==> config.mk <==
export PLATFORM = sky130hd
export DESIGN_NAME = crc32_fold32
export DESIGN_NICKNAME = d
export VERILOG_FILES = /design/src/rtl/crc32_chk_pkg.sv /design/src/rtl/crc32_fold32.sv
export SDC_FILE = /design/constraint.sdc
export NUM_CORES = 1
export LEC_CHECK = 0
export CORE_UTILIZATION = 47
export DETAILED_ROUTE_END_ITERATION = 10
export PLACE_DENSITY_LB_ADDON = 0.1
export SYNTH_ARGS = -nofsm -noshare
export SYNTH_HDL_FRONTEND = slang
export SYNTH_SLANG_ARGS = --single-unit
==> constraint.sdc <==
create_clock -name vclk -period 5.1
set_input_delay 1.02 -clock vclk [all_inputs]
set_output_delay 1.02 -clock vclk [all_outputs]
set_load 0.02 [all_outputs]
==> src/rtl/crc32_chk_pkg.sv <==
// Shared CRC-32 (PNG) constants, checker FSM encoding and word-fold function.
// Used by crc32_chk and reusable by the matching crc32 generator.
package crc32_chk_pkg;

    localparam int unsigned CRC_W    = 32;
    localparam int unsigned ERRCNT_W = 16;
    localparam int unsigned ST_W     = 2;

    localparam logic [CRC_W-1:0] CRC_POLY   = 32'hEDB8_8320;
    localparam logic [CRC_W-1:0] CRC_INIT   = 32'hFFFF_FFFF;
    localparam logic [CRC_W-1:0] CRC_XOROUT = 32'hFFFF_FFFF;

    localparam logic [ST_W-1:0] ST_IDLE = 2'd0;
    localparam logic [ST_W-1:0] ST_DATA = 2'd1;
    localparam logic [ST_W-1:0] ST_CHK  = 2'd2;
    localparam logic [ST_W-1:0] ST_DONE = 2'd3;

    // Reflected CRC update over one word, byte [31:24] first, each byte LSB first.
    function automatic logic [CRC_W-1:0] crc32_fold_word(
        input logic [CRC_W-1:0] crc,
        input logic [CRC_W-1:0] dat
    );
        logic [CRC_W-1:0] c;
        c = crc;
        for (int b = 3; b >= 0; b--) begin
            c = c ^ {24'd0, dat[8*b +: 8]};
            for (int k = 0; k < 8; k++) begin
                c = c[0] ? ((c >> 1) ^ CRC_POLY) : (c >> 1);
            end
        end
        return c;
    endfunction

endpackage

==> src/rtl/crc32_fold32.sv <==
// Combinational single-word CRC-32 fold, shared between checker and generator.
module crc32_fold32
    import crc32_chk_pkg::*;
(
    input  logic [CRC_W-1:0] crc_in,
    input  logic [CRC_W-1:0] dat,
    output logic [CRC_W-1:0] crc_out
);

    always_comb begin
        crc_out = crc32_fold_word(crc_in, dat);
    end

endmodule

==> impl_metrics.json, run 1 <==
{
  "outcome": "did not finish",
  "rows": 31,
  "haltStage": "5_1_grt",
  "holdBufCountCts": 0,
  "worst_endpoint": "crc_out[5]",
  "fp.dieW_um": 88.1,
  "grt_use_total_pct": 78.5,
  "syn-cell-area_sq_um": 3480,
  "ys_warn_count": 0,
  "grt-ovfl-total": 126,
  "die_h_um": 88.1,
  "hpwl_mm": 8.00,
  "ys_seq_area_share_pct": 0,
  "first-error": "[ERROR GRT-0232] Routing congestion too high. Check the congestion heatmap in the GUI.",
  "grt_start_max_net_pins": 7,
  "endpoint_type": "top-level output",
  "start_util_pct": 48.3,
  "synth.avg_cell_area_sq_um": 14.7,
  "portBuffers": 96,
  "synth.distinct_cells": 11,
  "io_pins": 96,
  "place_area_sq_um": 5590,
  "synth.area.top_cells": "xnor3_1 45%, xnor2_1 24%, xor2_1 9.0%",
  "synthesis.nets": 301,
  "syn_inst": 237,
  "synth_top_area_share_pct": 44.6,
  "finalWeightedCongestion": 0.863,
  "yosysTopAreaCell": "xnor3_1"
}
cells in the mapped netlist:
library cell and n:
xor3_1 8, xor2_4 1, xnor2_4 4, xnor3_2 8
xnor3_1 69, xor2_2 4, inv_1 1, xor2_1 36
xnor2_2 9, xor3_2 2, xnor2_1 95
per-stage QoR:
stage	cells	worst slack [ns]	util, %	setup TNS [ns]
floorplan	237	0.0281	-	0
global placement	565	-0.807	77.5	-22.68
detailed placement	565	-0.892	77.5	-23.87
CTS	631	-0.0662	88.8	-0.337
cells by family after synthesis:
group     count (synthesis)  synth area share, %
xor+xnor                236                 99.9
buf+inv                   1                0.108
what timing repair did:
item                                    CTS
pin swaps                                77
gates resized for setup                 288
buffers inserted                         70
endpoints found under the setup margin   32
cloned                                    0
hold endpoints to repair                  0
per-layer routing:
layer | GRT overflow | GRT usage, %
met1 | 0 | 74.8
met2 | 83 | 98.9
met3 | 3 | 61.1
met4 | 40 | 89.1
met5 | 0 | 2.60
==> inputs of run 2 (changes only) <==
--- a/config.mk
+++ b/config.mk
@@ -5,9 +5,9 @@
 export SDC_FILE = /design/constraint.sdc
 export NUM_CORES = 1
 export LEC_CHECK = 0
-export CORE_UTILIZATION = 47
+export CORE_UTILIZATION = 35
 export DETAILED_ROUTE_END_ITERATION = 10
-export PLACE_DENSITY_LB_ADDON = 0.1
+export PLACE_DENSITY_LB_ADDON = 0.15
 export SYNTH_ARGS = -nofsm -noshare
 export SYNTH_HDL_FRONTEND = slang
 export SYNTH_SLANG_ARGS = --single-unit
==> constraint.sdc (replaced) <==
create_clock -name vclk -period 6.65
set_input_delay 1.33 -clock vclk [all_inputs]
set_output_delay 1.33 -clock vclk [all_outputs]
set_load 0.02 [all_outputs]
==> impl_metrics.json, run 2 <==
{
  "via_count": 2278,
  "die-area_sq_um": 10400,
  "hp-class": "primary input to output port",
  "core_area_sq_um": 9730,
  "synthesis.nets": 301,
  "start_util_pct": 35.8,
  "synth_commonest_cells": "95 x xnor2_1, 69 x xnor3_1, 36 x xor2_1",
  "slew_viol_final": 0,
  "cp-start-kind": "primary input",
  "cp_top_family": "XOR/XNOR gates",
  "wl_per_cell_um": 16.7,
  "antenna_found_initial": 0,
  "portBuffers": 96,
  "slowest_delay_ns": 0.54,
  "layout_common_cells": "90 x xnor2_1, 89 x clkdlybuf4s50_1, 61 x xnor3_1",
  "num_antenna_cells": 0,
  "crit_top_cell": "xnor3_1",
  "rsz0062_at_grt": "yes",
  "syn-cell-area_sq_um": 3480,
  "crit_arrival_ns": 5.22,
  "ys_seq_area_share_pct": 0,
  "tns_ns": 0,
  "drt_iter0_drc": 54,
  "whs_ns": 4.07,
  "synth_top_area_share_pct": 44.6,
  "worst_path_max_delay_cell": "clkdlybuf4s50_1",
  "dr.pass1.iters": 4,
  "io_pins": 96,
  "drive_gt1_share_pct": 26.9,
  "place_area_sq_um": 5050,
  "nets": 460,
  "layout_commonest_cell": "xnor2_1",
  "nFillCells": 881,
  "yosysMostFrequentCell": "xnor2_1",
  "grt-ovfl-total": 0,
  "syn_inst": 237,
  "worst-setup-path-type": "primary input to output port",
  "via_per_inst": 4.32,
  "grt_use_total_pct": 17.4,
  "drc": 0,
  "whs_path_depth": 7,
  "worst-path-stages": 9,
  "final_util_pct": 53.3,
  "crit_required_ns": 5.32,
  "crit_path_cell_trace": "clkdlybuf4s50_1, xnor2_4, xnor3_2, xnor3_1, xor3_1, xnor3_2, xnor3_1, xnor3_1, clkdlybuf4s50_1",
  "final_cell_area_sq_um": 5180,
  "holdBufCountCts": 0,
  "hpwl_mm": 7.68,
  "fp.dieW_um": 102,
  "crit_buf_inv": 2,
  "rows": 36,
  "ant_nets": 0,
  "grt_pass1_wl_mm": 13.3,
  "grt_pass1_vias": 2465,
  "die_h_um": 102,
  "finalHoldViolCount": 0,
  "nClkBuffers": 0,
  "cap_violations": 0,
  "synth.area.top_cells": "xnor3_1 45%, xnor2_1 24%, xor2_1 9.0%",
  "seq_area_sq_um": 0,
  "fin_crit_sh_pct": 98.4,
  "seq_cells": 0,
  "setup_violations": 0,
  "relSlewSlack_pct": 63.0,
  "ys_warn_count": 0,
  "fmax_ghz": 0.153,
  "worstSetupEndpointType": "output port",
  "yosysTopAreaCell": "xnor3_1",
  "area_growth_pct": 48.7,
  "synth.distinct_cells": 11,
  "finalWeightedCongestion": 0.815,
  "drt_wl_total_mm": 8.79,
  "outcome": "completed",
  "fin_crit_ns": 6.55,
  "worst_slew_pin_slew_ns": 0.551,
  "grt_start_max_net_pins": 9,
  "path_max_fanout": 6,
  "synth.avg_cell_area_sq_um": 14.7
}
==> run 2: repair_timing <==
| item | in CTS | in global routing |
|---|---|---|
| endpoints found under the setup margin | 12 | 20 |
| resized for setup | 3 | 22 |
| pin swaps | 2 | 3 |
| buffers inserted | 0 | 4 |
==> run 2: tightest hold or removal path, delay by kind of cell <==
| family | cells | cell delay (ns) |
|---|---|---|
| buffers and inverters | 2 | 0.62 |
| xor gates and xnor gates | 5 | 0.79 |
==> run 2: final cells by class <==
| class | count | area, sq um | share of cell area (%) |
|---|---|---|---|
| repair buffers | 157 | 1450 | 28.0 |
| well taps | 133 | 166 | 3.21 |
| inverters | 1 | 3.75 | 0.0724 |
| multi-input cells | 236 | 3560 | 68.8 |
==> run 2: stage by stage <==
stage | instances | worst slack (ns)
after floorplan | 237 | 0.869
after global placement | 523 | -0.0216
after detailed placement | 523 | -0.0745
after CTS | 523 | 0.00819
after global routing | 527 | -0.00448
final | 527 | 0.104
==> run 2: path summary, 6_finish.rpt <==
check	from	to	slack, ns
worst min-delay path	dat[14]	crc_out[12]	4.07
worst max-delay path	dat[26]	crc_out[19]	0.10
==> run 2: cells by family after synthesis <==
| family | synth area share (%) |
|---|---|
| buffers and inverters | 0.108 |
| xor gates and xnor gates | 99.9 |
==> run 2: routing by layer <==
| metal | vias up | share of wire, % | global-route usage [%] |
|---|---|---|---|
| li1 | 1113 | - | - |
| met1 | 1094 | 44 | 22.5 |
| met2 | 65 | 51 | 33.5 |
| met3 | 6 | 3.7 | 0.138 |
| met4 | 0 | 1.3 | 2.01 |
| met5 | - | 0 | 0 |
Power of run 2 is left out: the tool's default activity adds up to more than one toggle a clock period on the data nets, which glitch-free logic cannot reach.
==> inputs of run 3 (changes only) <==
--- a/config.mk
+++ b/config.mk
@@ -5,6 +5,9 @@
 export SDC_FILE = /design/constraint.sdc
 export NUM_CORES = 1
 export LEC_CHECK = 0
+export CELL_PAD_IN_SITES_DETAIL_PLACEMENT = 0
+export CELL_PAD_IN_SITES_GLOBAL_PLACEMENT = 1
+export CORE_MARGIN = 2
 export CORE_UTILIZATION = 35
 export DETAILED_ROUTE_END_ITERATION = 10
 export PLACE_DENSITY_LB_ADDON = 0.15
==> impl_metrics.json, run 3 (same netlist as run 2, synthesis figures left out) <==
{
  "grt-ovfl-total": 0,
  "slew_viol_final": 0,
  "multi_input_area_sq_um": 3540,
  "seq_cells": 0,
  "cap_violations": 0,
  "fin_cells": 534,
  "worst-setup-path-type": "primary input to output port",
  "die-area_sq_um": 10800,
  "hp-class": "primary input to output port",
  "drt_wl_total_mm": 9.07,
  "fmax_ghz": 0.154,
  "setup_violations": 0,
  "portBuffers": 96,
  "layout_commonest_cell": "xnor2_1",
  "fin_crit_sh_pct": 97.8,
  "worstSetupEndpointType": "output port",
  "dpl.cell_count": 532,
  "grt_use_total_pct": 17.2,
  "fp.dieW_um": 104,
  "hpwl_mm": 7.82,
  "core_area_sq_um": 9730,
  "cp-start-kind": "primary input",
  "nets": 467,
  "path_max_fanout": 4,
  "num_antenna_cells": 0,
  "die_h_um": 104,
  "drc": 0,
  "drive_gt1_share_pct": 27.4,
  "grt_pass1_vias": 2631,
  "outcome": "completed",
  "ant_nets": 0,
  "holdBufCountCts": 0,
  "seq_area_sq_um": 0,
  "wl_per_cell_um": 17.0,
  "via_count": 2286,
  "grt_pass1_wl_mm": 14.6,
  "antenna_found_initial": 0,
  "rows": 36,
  "via_per_inst": 4.28,
  "fin_crit_ns": 6.51,
  "nFillCells": 895,
  "worst_slew_pin_slew_ns": 0.580,
  "rsz0062_at_grt": "yes",
  "crit_required_ns": 5.32,
  "tns_ns": 0,
  "nClkBuffers": 0,
  "dr.pass1.iters": 4,
  "io_pins": 96,
  "drt_iter0_drc": 50,
  "area_growth_pct": 49.3,
  "relSlewSlack_pct": 61.0,
  "finalHoldViolCount": 0,
  "start_util_pct": 35.8,
  "cp-endpoint": "crc_out[19]",
  "crit_arrival_ns": 5.18,
  "finalWeightedCongestion": 0.886,
  "grt_start_max_net_pins": 8,
  "layout_common_cells": "92 x xnor2_1, 91 x clkdlybuf4s50_1, 67 x buf_4",
  "crit_start": "dat[24]"
}
-- run 3: cell types whose count changed in the layout (fill, tap and decap cells not counted), moves of 2 or more --
cell | before | now
clkdlybuf4s50_1 | 89 | 91
xnor2_1 | 90 | 92
dlymetal6s2s_1 | 7 | 4
buf_4 | 60 | 67
xnor2_2 | 13 | 11
-- run 3: routing by layer --
metal	wire, um	part of all wire (%)	vias to the layer above	track usage [%]
met2	4550	50	57	32.0
met4	103	1.1	0	1.54
met5	0	0	-	0
li1	-	-	1125	-
met3	316	3.5	6	1.76
met1	4100	45	1098	22.5
-- run 3: repair_timing --
action                     CTS  global route
resized for setup            2            18
setup buffers                0             2
gates cloned                 0             0
setup endpoints to repair    6            23
pin swaps                    1             3
-- run 3: final cells by class --
class,count,area share [%]
timing repair buffer,164,28.7
tap,133,3.20
multi-input combinational,236,68.0
inverter,1,0.0721
-- run 3: worst min-delay path by stage --
stage / from / cells after the start / to / slack [ns]
final: dat[14] / 7 / crc_out[12] / 4.04
after global routing: dat[14] / 7 / crc_out[12] / 4.10
after CTS: dat[14] / 7 / crc_out[12] / 4.39
after detailed placement: dat[14] / 7 / crc_out[12] / 4.36
after global placement: dat[15] / 7 / crc_out[1] / 4.39
after floorplan: crc_in[0] / 4 / crc_out[10] / 3.30
-- run 3: critical path, stage by stage --
cell	delay, ns
clkdlybuf4s50_1	0.58
xor2_2	0.17
xnor3_2	0.49
xnor3_2	0.47
xor3_1	0.46
xnor3_1	0.42
xnor3_1	0.38
xnor3_1	0.34
clkdlybuf4s50_1	0.54
-- run 3: through the flow --
step | area [sq um] | hold WS, ns | utilization [%] | setup slack (ns)
2_1_floorplan | 3480 | 3.30 | - | 0.869
3_3_place_gp | 5110 | 4.39 | 52.5 | 0.00441
3_5_place_dp | 5110 | 4.36 | 52.5 | -0.00913
4_1_cts | 5110 | 4.39 | 52.5 | 0.0140
5_1_grt | 5200 | 4.10 | 53.5 | -0.0299
6_report | 5200 | 4.04 | 53.5 | 0.144
Power of run 3 is left out for the same reason.
